### src/rtl/mux21_pkg.sv
// Shared types and defaults for the 2:1 stream merger.
package mux21_pkg;

   typedef enum logic {
      SEL_A = 1'b0,
      SEL_B = 1'b1
   } sel_e;

   localparam int MUX21_W_DEFAULT = 8;

endpackage

### src/rtl/mux21_rr_arb2.sv
// Two-requester arbiter with one-hot grant, gated by en.
// Define MUX21_FIXED_PRIO_EN for fixed priority (requester 0 always wins).
module rr_arb2
   import mux21_pkg::*;
(
   input  logic       clk,
   input  logic       rst,
   input  logic [1:0] req,
   input  logic       en,
   output logic [1:0] gnt
);

`ifdef MUX21_FIXED_PRIO_EN
   logic unused_clk_rst;
   assign unused_clk_rst = clk | rst;

   always_comb begin
      gnt = 2'b00;
      if (en) begin
         if (req[0])      gnt = 2'b01;
         else if (req[1]) gnt = 2'b10;
      end
   end
`else
   sel_e last_q, last_d;

   always_comb begin
      gnt    = 2'b00;
      last_d = last_q;
      if (en) begin
         case (req)
            2'b01:   gnt = 2'b01;
            2'b10:   gnt = 2'b10;
            // On a tie, favour whoever was not served last.
            2'b11:   gnt = (last_q == SEL_A) ? 2'b10 : 2'b01;
            default: gnt = 2'b00;
         endcase
         if (gnt[1])      last_d = SEL_B;
         else if (gnt[0]) last_d = SEL_A;
      end
   end

   always_ff @(posedge clk or posedge rst) begin
      if (rst) last_q <= SEL_B;
      else     last_q <= last_d;
   end
`endif

endmodule

### src/rtl/mux21_stream.sv
// 2:1 stream merger: arbitrates a/b into one registered output with source tag s.
// Arbitration is round-robin unless MUX21_FIXED_PRIO_EN is defined.
module mux21_stream
   import mux21_pkg::*;
#(
   parameter int W = MUX21_W_DEFAULT
) (
   input  logic         clk,
   input  logic         rst,
   input  logic         a_valid,
   input  logic [W-1:0] a_data,
   output logic         a_ready,
   input  logic         b_valid,
   input  logic [W-1:0] b_data,
   output logic         b_ready,
   output logic         i_valid,
   output logic [W-1:0] i_data,
   output logic         s,
   input  logic         i_ready
);

   logic         valid_q, valid_d;
   logic [W-1:0] data_q, data_d;
   sel_e         s_q, s_d;
   logic         load;
   logic [1:0]   gnt;

   // Readys are forced low while reset is held, even though the register is empty.
   assign load = (~valid_q | i_ready) & ~rst;

   rr_arb2 u_arb (
      .clk (clk),
      .rst (rst),
      .req ({b_valid, a_valid}),
      .en  (load),
      .gnt (gnt)
   );

   assign a_ready = gnt[0];
   assign b_ready = gnt[1];

   always_comb begin
      valid_d = valid_q;
      data_d  = data_q;
      s_d     = s_q;
      if (load) begin
         if (gnt[1]) begin
            valid_d = 1'b1;
            data_d  = b_data;
            s_d     = SEL_B;
         end else if (gnt[0]) begin
            valid_d = 1'b1;
            data_d  = a_data;
            s_d     = SEL_A;
         end else begin
            valid_d = 1'b0;
         end
      end
   end

   always_ff @(posedge clk or posedge rst) begin
      if (rst) begin
         valid_q <= 1'b0;
         data_q  <= '0;
         s_q     <= SEL_A;
      end else begin
         valid_q <= valid_d;
         data_q  <= data_d;
         s_q     <= s_d;
      end
   end

   assign i_valid = valid_q;
   assign i_data  = data_q;
   assign s       = s_q;

endmodule
### config.mk
export PLATFORM = sky130hd
export DESIGN_NAME = mux21_stream
export DESIGN_NICKNAME = d
export VERILOG_FILES = /design/src/rtl/mux21_pkg.sv /design/src/rtl/mux21_rr_arb2.sv /design/src/rtl/mux21_stream.sv
export SDC_FILE = /design/constraint.sdc
export NUM_CORES = 1
export LEC_CHECK = 0
export CAP_MARGIN = 25
export CORE_MARGIN = 4
export CORE_UTILIZATION = 33
export DETAILED_ROUTE_END_ITERATION = 6
export PLACE_DENSITY = 0.81
export SLEW_MARGIN = 20
export SYNTH_ARGS = -nofsm -noshare
export SYNTH_HDL_FRONTEND = slang
export SYNTH_SLANG_ARGS = --single-unit
### constraint.sdc
create_clock -name clk -period 1.4 [get_ports clk]
set_input_delay 0.28 -clock clk [delete_from_list [all_inputs] [get_ports clk]]
set_output_delay 0.28 -clock clk [all_outputs]
set_load 0.005 [all_outputs]
==> results_dict.tcl <==
set metrics [dict create \
    status "finished, violations left" \
    violations "setup timing" \
    cts_hold_buf 0 \
    synth_ff_type "dfrtp_1" \
    route.detailed.drc 0 \
    core.rowCount 15 \
    grt_usage_pct 18.71 \
    drive_gt1_share_pct 42.62 \
    p_total_mw 1.234 \
    crit_start "i_valid$_DFFE_PP0P_" \
    nets 144 \
    avgSynthCellArea_um2 9.553 \
    rr_startpoint "i_valid$_DFFE_PP0P_" \
    place_area_mm2 0.001072 \
    antennaDiodeCount 0 \
    layoutNonFillerInstCount 147 \
    fin_worst_skew_ns 0.007832 \
    vdd_ir_drop_max_uv 580.3 \
    synth_nets 84 \
    finalCriticalPeriod_ns 1.615 \
    synth_most_common_cell "o31ai_1" \
    cts-root-buf "clkbuf_4" \
    ff2ff_path_depth 4 \
    start_kind "flip-flop" \
    hold_violations 0 \
    syn2layout_area_growth_pct 107.1 \
    max_stage_delay_ns 0.39 \
    max_freq_mhz 619.3 \
    ant_nets 0 \
    crit_path_end_kind "output port" \
    pwr-share-seq_pct 34.9 \
    met3_usage_pct 6.528 \
    cts_sinks 11 \
    synth-edff-count 0 \
    pwr-share-clk_pct 18.3 \
    maxSlewViolCount 0 \
    setup.worst_path.class "reg -> out" \
    vias 852 \
    first_pass_iters 4 \
    period_share_pct 115.3 \
    dp_cells 134 \
    yosysWarnings 0 \
    p_switching_mw 0.4061 \
    powerDensity_mw_per_mm2 990.4 \
    gp_congestion 0.8030 \
    netlist_instances 63 \
    path_depth 4 \
    ys_types 21 \
    worst_ep_arrival_time_ns 1.33 \
    cts_buffers 3 \
    netlist_area_um2 601.8 \
    grt-busiest-layer "met2" \
    grt.met1_usage_pct 21.26 \
    drt-initial-drc-count 34 \
    setup_violations 6 \
    critPathTopFamily "simple AND/OR/NAND/NOR gates" \
    synth_top_area_cell "dfrtp_1" \
    die_y_um 50.71 \
    ys_seq_area_share_pct 45.95 \
    drt_wl_total_um 2685 \
    cap_violations 0 \
    die-area_mm2 0.002571 \
    fin_ws_ns -0.2147 \
    cts_tree "done" \
    io_buffers 32 \
    grt_pass1_vias 794 \
    crit_slowest_cell "dfrtp_1" \
    intPower_mw 0.8282 \
    path_cells "nor2b_4 > or3_4 > nor2_2 > buf_2" \
    rsz0062_at_grt "yes" \
    ys_seq_elements 11 \
    core_area_mm2 0.001727 \
    htree_levels 1 \
    grt_max_degree 11 \
    clk-insertion-delay-late_ns 0.27 \
    clockBufferDepth 2 \
    comb_power_share_pct 46.8 \
    hold_class "in -> async" \
    grt_first_pass_wirelength_um 3636 \
    place_ws_ns -0.7438 \
    wire_per_inst_um 18.27 \
    start_util_pct 34.86 \
    antenna_found_initial 0 \
    switching_share_pct 32.90 \
    vias_per_cell 5.796 \
    grt_overflow 0 \
    cts.clk_slew.worst_paths_ns 0.08 \
    final_area_mm2 0.001246 \
    die_x_um 50.71 \
    tns_ns -0.4247 \
    synthTopCellsByCount "o31ai_1, dfrtp_1, nor2_1" \
    use_met2_pct 31.96 \
    synth_top_area_share_pct 41.58 \
    leakagePower_nw 0.5844 \
    synth.area.top_cells "dfrtp_1, o31ai_1, a31oi_1" \
    tightest_slew_ns 0.3018 \
    required_ns 1.12 \
    io_pins 33 \
    slew-limit-headroom_pct 79.76 \
    worst-path-max-fanout 3 \
    post-dp-hpwl_um 1529 \
    fillers 111 \
    synth_async_sr_flop_share_pct 100.0 \
    crit_buf_inv 1 \
]
==> layout by cell type, fill, tap and decap left out <==
cell             synthesis  final
buf_4                    0     26
clkdlybuf4s50_1          0     16
dlygate4sd2_1            0     12
dfrtp_1                 10     10
o31ai_1                 16      9
nor2_1                   9      8
o31ai_2                  0      6
a31oi_1                  8      6
clkbuf_4                 0      3
buf_6                    1      3
nand2b_1                 2      2
a31oi_2                  0      2
nor2_2                   1      2
buf_2                    0      2
clkinv_1                 1      1
a21boi_2                 1      1
nor2b_4                  0      1
or3_4                    1      1
a21bo_2                  1      1
o31ai_4                  0      1
nor3_4                   0      1
o41ai_4                  0      1
a21o_1                   1      1
inv_1                    1      1
o21ai_0                  1      1
nand2_1                  1      1
clkbuf_1                 3      1
dlymetal6s2s_1           0      1
dfstp_2                  1      1
==> timing repair <==
item	CTS	global route
endpoints found under the hold margin	0	0
buffers inserted	7	3
gates resized for setup	28	15
endpoints found under the setup margin	22	13
pin swaps	5	8
==> registers in the layout (all words and copies together), names as in the netlist <==
| name | count |
|---|---|
| i_data | 8 |
| i_valid | 1 |
| s | 1 |
| u_arb.last_q | 1 |
==> cells by family (layout without fill, tap and decap cells) <==
logic type | after synthesis | after routing | share of synthesized area, %
buffers and inverters | 7 | 66 | 5.611
AND/OR/NAND/NOR | 16 | 16 | 13.10
flip-flops | 11 | 11 | 45.95
AO/OA/AOI/OAI | 29 | 29 | 35.34
==> cell type report <==
type                       count  area, µm²  share of cell area, %
tap                           25      31.28                  2.510
multi-input combinational     45      387.9                  31.12
timing repair buffer          60      516.7                  41.47
clock buffer                   4      26.28                  2.108
inverter                       2      7.507                 0.6024
sequential                    11      276.5                  22.19
==> power groups by stage <==
stage	combinational, mW	clock (mW)	sequential (mW)
2_1_floorplan	0.156	0	0.438
3_3_place_gp	0.443	0	0.429
3_5_place_dp	0.456	0	0.434
4_1_cts	0.496	0.229	0.424
5_1_grt	0.610	0.241	0.439
6_report	0.578	0.225	0.431
==> final timing paths <==
| check | to | slack, ns |
|---|---|---|
| max | a_ready | -0.21 |
| min | i_data[7]$_DFFE_PP0P_ | 0.37 |
| max reg2reg | i_data[5]$_DFFE_PP0P_ | -0.07 |
| min reg2reg | s$_DFFE_PP0P_ | 0.50 |
| max in group asynchronous | u_arb.last_q$_DFFE_PP1P_ | 0.64 |
| min in group clk | s$_DFFE_PP0P_ | 0.50 |
==> worst register-to-register path, cell delays in order (launching register included) <==
cell and delay, ns:
dfrtp_1 0.39, nor2b_4 0.14, or3_4 0.34, buf_4 0.20, o31ai_1 0.31
==> metrics by stage <==
| step | hold WS (ns) | utilization [%] |
|---|---|---|
| floorplan | 0.1269 | - |
| global route | 0.3874 | 72.17 |
| CTS | 0.3256 | 67.32 |
| global placement | 0.4726 | 62.10 |
| detailed placement | 0.4848 | 62.10 |
| finish | 0.3701 | 72.17 |
==> routing by layer <==
layer	up-vias	part of all wire (%)
met5	-	0
li1	365	-
met4	0	2.5
met2	65	49
met3	13	11
met1	409	37
Note: power is estimated with default switching activity, not from simulation.
